**src/rtl/pa_steer_sequencer.sv**
```systemverilog
// rtl/pa_steer_sequencer.sv - phased-array write-port master: stop, duty, linear steering delays, run
module pa_steer_sequencer #(
  parameter int          NUM_SPK   = 37,
  parameter logic [5:0]  SPK_BASE  = 6'h10,
  parameter int          PHASE_CYC = 1
) (
  input  logic       clk10,
  input  logic       reset,
  input  logic       cmd_start,
  input  logic [5:0] cmd_step,
  input  logic [5:0] cmd_duty,
  input  logic       cmd_abort,
  output logic       sync,
  output logic       address,
  output logic [5:0] data,
  output logic       busy,
  output logic       done,
  output logic       aborted
);

  localparam int PW = (PHASE_CYC > 1) ? $clog2(PHASE_CYC) : 1;
  localparam logic [5:0] LAST_ITEM = 6'(NUM_SPK + 2);
  localparam logic [5:0] LAST_SPK  = 6'(NUM_SPK + 1);

  typedef enum logic [2:0] {
    S_IDLE, S_ADDR_SETUP, S_ADDR_STROBE, S_DATA_SETUP, S_DATA_STROBE, S_FINISH
  } state_t;

  state_t        state, state_nx;
  logic [PW-1:0] phase_cnt;
  logic [5:0]    item, acc, step_r, duty_r;
  logic          abort_pend, stop_mode, end_aborted;
  logic          in_write, phase_end, accept, abort_now, item_end, seq_end;
  logic [5:0]    cur_reg, cur_val;

  assign in_write  = (state != S_IDLE) && (state != S_FINISH);
  assign phase_end = (phase_cnt == PW'(PHASE_CYC - 1));
  assign accept    = (state == S_IDLE) && cmd_start && !cmd_abort;
  // Once the closing stop write is under way, further aborts change nothing.
  assign abort_now = (abort_pend || cmd_abort) && !stop_mode;
  assign item_end  = (state == S_DATA_STROBE) && phase_end;
  assign seq_end   = item_end && (stop_mode || (abort_now && item == 6'd0) ||
                                  (!abort_now && item == LAST_ITEM));

  always_comb begin
    cur_reg = SPK_BASE + item - 6'd2;
    cur_val = acc;
    if (stop_mode || item == 6'd0) begin
      cur_reg = 6'h01;
      cur_val = 6'd0;
    end else if (item == 6'd1) begin
      cur_reg = 6'h02;
      cur_val = duty_r;
    end else if (item == LAST_ITEM) begin
      cur_reg = 6'h01;
      cur_val = 6'd1;
    end
  end

  always_ff @(posedge clk10) begin
    if (reset) state <= S_IDLE;
    else       state <= state_nx;
  end

  always_comb begin
    state_nx = state;
    case (state)
      S_IDLE:        if (accept)    state_nx = S_ADDR_SETUP;
      S_ADDR_SETUP:  if (phase_end) state_nx = S_ADDR_STROBE;
      S_ADDR_STROBE: if (phase_end) state_nx = S_DATA_SETUP;
      S_DATA_SETUP:  if (phase_end) state_nx = S_DATA_STROBE;
      S_DATA_STROBE: if (phase_end) state_nx = seq_end ? S_FINISH : S_ADDR_SETUP;
      S_FINISH:      state_nx = S_IDLE;
      default:       state_nx = S_IDLE;
    endcase
  end

  always_ff @(posedge clk10) begin
    if (reset) begin
      phase_cnt   <= '0;
      item        <= '0;
      acc         <= '0;
      step_r      <= '0;
      duty_r      <= '0;
      abort_pend  <= 1'b0;
      stop_mode   <= 1'b0;
      end_aborted <= 1'b0;
    end else if (accept) begin
      phase_cnt   <= '0;
      item        <= '0;
      acc         <= '0;
      step_r      <= cmd_step;
      duty_r      <= cmd_duty;
      abort_pend  <= 1'b0;
      stop_mode   <= 1'b0;
      end_aborted <= 1'b0;
    end else if (in_write) begin
      phase_cnt <= phase_end ? '0 : phase_cnt + 1'b1;
      if (cmd_abort && !stop_mode) abort_pend <= 1'b1;
      if (item_end) begin
        if (!stop_mode && item >= 6'd2 && item <= LAST_SPK) acc <= acc + step_r;
        if (seq_end) begin
          end_aborted <= stop_mode || abort_now;
        end else if (abort_now) begin
          stop_mode <= 1'b1;
          item      <= 6'd0;
        end else begin
          item <= item + 6'd1;
        end
      end
    end
  end

  always_comb begin
    sync    = 1'b0;
    address = 1'b0;
    data    = 6'd0;
    busy    = 1'b0;
    done    = 1'b0;
    aborted = 1'b0;
    case (state)
      S_ADDR_SETUP:  begin busy = 1'b1; address = 1'b1; data = cur_reg; end
      S_ADDR_STROBE: begin busy = 1'b1; address = 1'b1; data = cur_reg; sync = 1'b1; end
      S_DATA_SETUP:  begin busy = 1'b1; data = cur_val; end
      S_DATA_STROBE: begin busy = 1'b1; data = cur_val; sync = 1'b1; end
      S_FINISH:      begin done = !end_aborted; aborted = end_aborted; end
      default:       ;
    endcase
  end

endmodule

```
**config.mk**
```make
export PLATFORM = sky130hd
export DESIGN_NAME = pa_steer_sequencer
export DESIGN_NICKNAME = d
export VERILOG_FILES = /design/src/rtl/pa_steer_sequencer.sv
export SDC_FILE = /design/constraint.sdc
export NUM_CORES = 1
export LEC_CHECK = 0
export CAP_MARGIN = 15
export CORE_MARGIN = 10
export CORE_UTILIZATION = 30
export DETAILED_ROUTE_END_ITERATION = 6
export PLACE_DENSITY = 0.59
export SYNTH_ARGS = -nofsm -noshare
export SYNTH_HDL_FRONTEND = slang
export SYNTH_SLANG_ARGS = --single-unit
export TNS_END_PERCENT = 10
```
**constraint.sdc**
```tcl
create_clock -name clk10 -period 2.75 [get_ports clk10]
set_clock_uncertainty 0.2 [all_clocks]
set_input_delay 0.275 -clock clk10 [delete_from_list [all_inputs] [get_ports clk10]]
set_output_delay 0.275 -clock clk10 [all_outputs]
set_load 0.1 [all_outputs]
```
==> results of run 1 <==
-- area by class of cell --
type / count / area (um2) / area share
clock buffers: 5 / 68.8 / 0.0291
flip-flops and latches: 30 / 604 / 0.255
clock inverters: 2 / 10.0 / 0.00423
inverters: 7 / 26.3 / 0.0111
multi-input cells: 163 / 1210 / 0.510
well taps: 75 / 93.8 / 0.0396
repair buffers: 31 / 358 / 0.151
-- power groups by stage --
stage                     sequential, W  clock (W)  combinational [W]
after floorplan                0.000466          0           0.000188
after global placement         0.000476          0           0.000258
after detailed placement       0.000477          0           0.000261
after CTS                      0.000467   0.000344           0.000262
after global routing           0.000469   0.000363           0.000276
final                          0.000467   0.000331           0.000258
-- synthesized netlist by cell type (2+ instances only) --
master	count	area (um2)
a211oi_1	3	22.5
a21o_1	3	22.5
a21oi_1	8	40.0
and2_1	3	18.8
and3_1	3	18.8
buf_6	5	56.3
dfxtp_1	30	601
ha_1	11	138
inv_1	7	26.3
mux2i_1	20	200
nand2_1	8	30.0
nand2b_1	3	18.8
nand3_1	3	15.0
nand3b_1	2	15.0
nand4_1	4	25.0
nor2_1	44	165
nor2b_1	3	18.8
nor4b_1	2	17.5
o21ai_0	3	15.0
o22a_1	3	26.3
xnor2_1	6	52.6
xor2_1	7	61.3
-- state kept, by name (all words and copies together) (netlist names) --
name         flops
acc              6
duty_r           6
item             6
step_r           6
state            3
abort_pend       1
end_aborted      1
stop_mode        1
-- cell families after synthesis --
family,synth area share
muxes,0.121
DFF,0.320
buffers and inverters,0.0487
adders and majority gates,0.0840
xor gates and xnor gates,0.0607
and+or+nand+nor,0.249
AOI/OAI and AO/OA,0.117
-- stage by stage --
step           setup slack (ns)  utilization  TNS [ns]  total power [W]  hold WS (ns)
3_3_place_gp              0.405        0.380         0         0.000735         0.249
5_1_grt                  0.0713        0.395         0          0.00111         0.332
4_1_cts                  0.0727        0.393         0          0.00107         0.274
3_5_place_dp              0.392        0.380         0         0.000737         0.259
2_1_floorplan            -0.309            -     -1.39         0.000654         0.144
6_report                  0.162        0.395         0          0.00106         0.271
-- worst max-delay path by stage --
stage	startpoint	endpoint	slack (ns)
after floorplan	item[5]	data[1]	-0.31
after global placement	item[5]	data[1]	0.41
after detailed placement	item[5]	data[1]	0.39
after CTS	item[5]	data[1]	0.07
after global routing	item[4]	data[1]	0.07
final	item[4]	data[1]	0.16
-- layer usage --
layer / GRT usage / wire, um
met4: 0.0364 / 60
met2: 0.146 / 2060
met3: 0.0284 / 150
met5: 0 / 0
met1: 0.101 / 2010
-- timing repair --
action / 4_1_cts / 5_1_grt
resized for setup: 0 / 3
setup buffers: 0 / 1
setup endpoints to repair: 0 / 4
-- worst max-delay path: cells and delay by family, from the launching register on --
kind,cells,cell delay (ns)
buffers and inverters,2,0.39
AO/OA/AOI/OAI,1,0.15
multiplexers,1,0.31
flip-flops,1,0.40
AND/OR/NAND/NOR,3,0.58
==> flow_metrics.py, run 1 <==
metrics = {
    "sta": {
        "max_slew_margin": 0.753,
        "slew_violations": 0,
        "worst_pin_slew_ns": 0.366,
        "final-setup-viol-count": 0,
        "fin_crit_sh": 0.941,
        "fin_crit_ns": 2.59,
        "fmax_mhz": 386,
        "hold_violations": 0,
        "rsz0062_at_grt": "false",
    },
    "critical_path": {
        "cp_slowest_cell": "dfxtp_1",
        "cp_data_arrival_time_ns": 2.11,
        "worstPathCellList": "nor4_4 -> buf_4 -> nand2_4 -> mux2_4 -> a21oi_1 -> nor2_1 -> buf_12",
        "worstPathRequired_ns": 2.28,
        "crit_type": "reg -> out",
        "cp-start-kind": "flip-flop",
        "r2r_end": "acc[5]",
        "crit_path_end_kind": "output port",
        "path_max_fanout": 10,
        "reg2regPathDepth": 5,
        "reg2reg_slack_ns": 0.50,
        "timing.rr.start": "acc[1]",
        "max_stage_delay_ns": 0.40,
    },
    "cts": {
        "cts_buffers": 5,
        "postCtsHoldBufs": 0,
        "clkSinkCount": 30,
        "h-tree-depth": 2,
        "clock_latency_ns": 0.28,
        "clk_path_buf_depth": 2,
        "root_buffer": "clkbuf_8",
        "cts_tree": "built",
        "clk_pin_slew_worst_paths_ns": 0.06,
    },
    "floorplanning": {
        "die_h_um": 99.1,
        "initial_core_util": 0.313,
        "fp.dieW_um": 99.1,
        "ios": 27,
        "core_mm2": 0.00599,
        "rows": 28,
        "die-area_mm2": 0.00982,
    },
    "synth": {
        "synth-edff-count": 0,
        "syn-cell-area_mm2": 0.00188,
        "ys_seq_area_frac": 0.320,
        "syn_nets": 235,
        "ys_warn_count": 0,
        "synth-async-reset-ratio": 0,
        "avgSynthCellArea_um2": 9.07,
        "netlist_instances": 207,
        "ys_types": 48,
        "synth_flop_cell": "dfxtp_1",
        "synth-seq-cells": 30,
    },
    "worst_hold_path": {
        "hp-start": "abort_pend",
        "whs_endpoint": "abort_pend",
        "min_path_type": "reg -> reg",
        "hold_depth": 2,
    },
    "cells_and_area": {
        "nets": 266,
        "final_cells": 313,
        "area_growth_pct": 26.2,
        "final_common_cell": "nor2_1",
        "finish.instance_area_mm2": 0.00237,
        "filler_cell_count": 607,
        "mostFrequentLayoutCells": "nor2_1 (41), dfxtp_1 (27), mux2i_1 (20)",
        "drive_above_1_share": 0.181,
        "n_antenna_cell": 0,
    },
    "placement": {
        "port_buffers": 26,
        "hpwlAfterDp_um": 3370,
        "placed_area_mm2": 0.00228,
        "dpl.cell_count": 305,
        "place_congestion": 0.842,
    },
    "global_routing": {
        "grt_overflow_total": 0,
        "grt_pass1_vias": 1460,
        "grt_pass1_wl_um": 6980,
        "grtUsageTotal": 0.0877,
        "antenna_found_initial": 0,
        "grt_max_degree": 17,
    },
    "power_and_ir_drop": {
        "leakage_nw": 0.963,
        "irDropWorstVdd_v": 0.000282,
        "switching_power_w": 0.000340,
        "powerDensity_mw_per_mm2": 446,
        "p_seq_frac": 0.442,
        "p_int_w": 0.000716,
        "clock_power_share": 0.313,
        "pwr-share-comb": 0.245,
        "switching_share": 0.322,
    },
    "status": {
        "outcome": "completed",
    },
    "route": {
        "antenna_left": 0,
        "routed_wirelength_um": 4280,
        "vias": 1493,
        "drc_errors": 0,
        "drtPass1Iterations": 4,
        "initialDrtViolationCount": 75,
        "avgRoutedWirePerCell_um": 13.7,
        "avgViaCountPerCell": 4.77,
    },
    "job": {
        "cap_violations": 0,
    },
}
Note: power is estimated with default switching activity, not from simulation.
==> inputs of run 2 (changes only) <==
Settings changed: ABC_AREA set to 0.
==> results of run 2 <==
Same layout as run 1: the final DEF is identical, and so are final timing and power.
==> inputs of run 3 (changes only) <==
Settings changed: PLACE_DENSITY 0.59 to 0.54.
==> flow_metrics.py, run 3 (synthesis results as in run 1) <==
metrics = {
    "cells_and_area": {
        "drive_above_1_share": 0.173,
        "final_cells": 312,
        "mostFrequentLayoutCells": "nor2_1 (41), dfxtp_1 (28), mux2i_1 (20)",
        "n_antenna_cell": 0,
        "filler_cell_count": 607,
        "nets": 265,
        "area_growth_pct": 25.7,
        "finish.instance_area_mm2": 0.00236,
        "final_common_cell": "nor2_1",
    },
    "sta": {
        "hold_violations": 0,
        "rsz0062_at_grt": "false",
        "fin_setup_tns_ns": 0,
        "worst_pin_slew_ns": 0.452,
        "fin_crit_sh": 0.952,
        "slew_violations": 0,
        "max_slew_margin": 0.699,
        "fin_crit_ns": 2.62,
        "final-setup-viol-count": 0,
        "fmax_mhz": 382,
    },
    "power_and_ir_drop": {
        "p_int_w": 0.000714,
        "p_seq_frac": 0.447,
        "leakage_nw": 0.957,
        "switching_share": 0.321,
        "switching_power_w": 0.000337,
        "clock_power_share": 0.313,
        "pwr-share-comb": 0.240,
        "powerDensity_mw_per_mm2": 446,
        "irDropWorstVdd_v": 0.000284,
    },
    "placement": {
        "placed_area_mm2": 0.00228,
        "port_buffers": 26,
        "place_congestion": 0.822,
        "dpl.cell_count": 305,
        "hpwlAfterDp_um": 3390,
    },
    "critical_path": {
        "worstPathRequired_ns": 2.28,
        "cp-startpoint": "state[1]",
        "reg2regPathDepth": 5,
        "cp_data_arrival_time_ns": 2.14,
        "r2r_end": "acc[5]",
        "path_max_fanout": 10,
        "crit_type": "reg -> out",
        "reg2reg_slack_ns": 0.53,
        "cp-start-kind": "flip-flop",
        "crit_path_end_kind": "output port",
        "timing.rr.start": "acc[1]",
    },
    "floorplanning": {
        "ios": 27,
        "fp.dieW_um": 99.1,
        "initial_core_util": 0.313,
        "core_mm2": 0.00599,
        "rows": 28,
        "die-area_mm2": 0.00982,
        "die_h_um": 99.1,
    },
    "global_routing": {
        "grt_overflow_total": 0,
        "antenna_found_initial": 0,
        "grt_pass1_wl_um": 7230,
        "grt_pass1_vias": 1542,
        "grtUsageTotal": 0.0887,
        "grt_max_degree": 17,
    },
    "job": {
        "cap_violations": 0,
    },
    "worst_hold_path": {
        "min_path_type": "reg -> reg",
        "hp-start": "abort_pend",
        "whs_endpoint": "abort_pend",
        "hold_depth": 2,
    },
    "cts": {
        "clock_latency_ns": 0.28,
        "clk_path_buf_depth": 2,
        "postCtsHoldBufs": 0,
        "clkSinkCount": 30,
        "root_buffer": "clkbuf_8",
        "postCtsSetupBuffers": 0,
        "h-tree-depth": 2,
        "cts_tree": "built",
        "clk_pin_slew_worst_paths_ns": 0.06,
        "cts_buffers": 5,
    },
    "route": {
        "drc_errors": 0,
        "drtPass1Iterations": 4,
        "avgRoutedWirePerCell_um": 13.6,
        "routed_wirelength_um": 4250,
        "initialDrtViolationCount": 45,
        "avgViaCountPerCell": 4.77,
        "antenna_left": 0,
        "vias": 1488,
    },
    "status": {
        "outcome": "completed",
    },
}
run 3: cell count changes in the layout (fill, tap and decap cells not counted):
| cell | delta |
|---|---|
| dfxtp_2 | -1 |
| buf_4 | -1 |
| dfxtp_1 | +1 |
run 3: power by group through the flow:
stage / logic, W / clock network, W / registers (W)
6_report: 0.000253 / 0.000329 / 0.000470
4_1_cts: 0.000254 / 0.000343 / 0.000470
5_1_grt: 0.000268 / 0.000368 / 0.000473
2_1_floorplan: 0.000188 / 0 / 0.000466
3_3_place_gp: 0.000253 / 0 / 0.000480
3_5_place_dp: 0.000254 / 0 / 0.000480
run 3: what timing repair did:
| item | CTS | global route |
|---|---|---|
| setup endpoints to repair | 0 | 2 |
| resized for setup | 0 | 2 |
| hold endpoints to repair | 0 | 0 |
run 3: critical path, cell delays in order (launching register included):
cell and delay, ns:
dfxtp_1 0.44, or3b_2 0.55, and2_1 0.21, nor2_1 0.12, a22oi_1 0.07, nor2_1 0.25
buf_12 0.22
run 3: worst max-delay path by stage:
stage | slack [ns] | end
after floorplan | -0.31 | data[1]
after global placement | 0.44 | data[2]
after detailed placement | 0.41 | data[2]
after CTS | 0.1 | data[2]
after global routing | 0.02 | data[2]
final | 0.13 | data[2]
run 3: metrics by stage:
stage	hold WS (ns)	power [W]	setup slack (ns)	util
after floorplan	0.144	0.000654	-0.309	-
after global placement	0.277	0.000733	0.437	0.380
after detailed placement	0.273	0.000734	0.413	0.380
after CTS	0.288	0.00107	0.0976	0.393
after global routing	0.322	0.00111	0.0216	0.394
final	0.288	0.00105	0.132	0.394
run 3: final cells by class:
cell class	count	area, um2	share of cell area
clock buffers	5	68.8	0.0292
flip-flops and latches	30	603	0.256
well taps	75	93.8	0.0398
inverters	7	26.3	0.0111
multi-input cells	163	1210	0.512
clock inverters	2	10.0	0.00424
repair buffers	30	350	0.148
run 3: layer usage:
metal	vias up	GRT usage	share of wire
met1	685	0.102	0.46
met5	-	0	0
met3	6	0.0325	0.034
met4	0	0.0232	0.0085
li1	780	-	-
met2	17	0.152	0.50
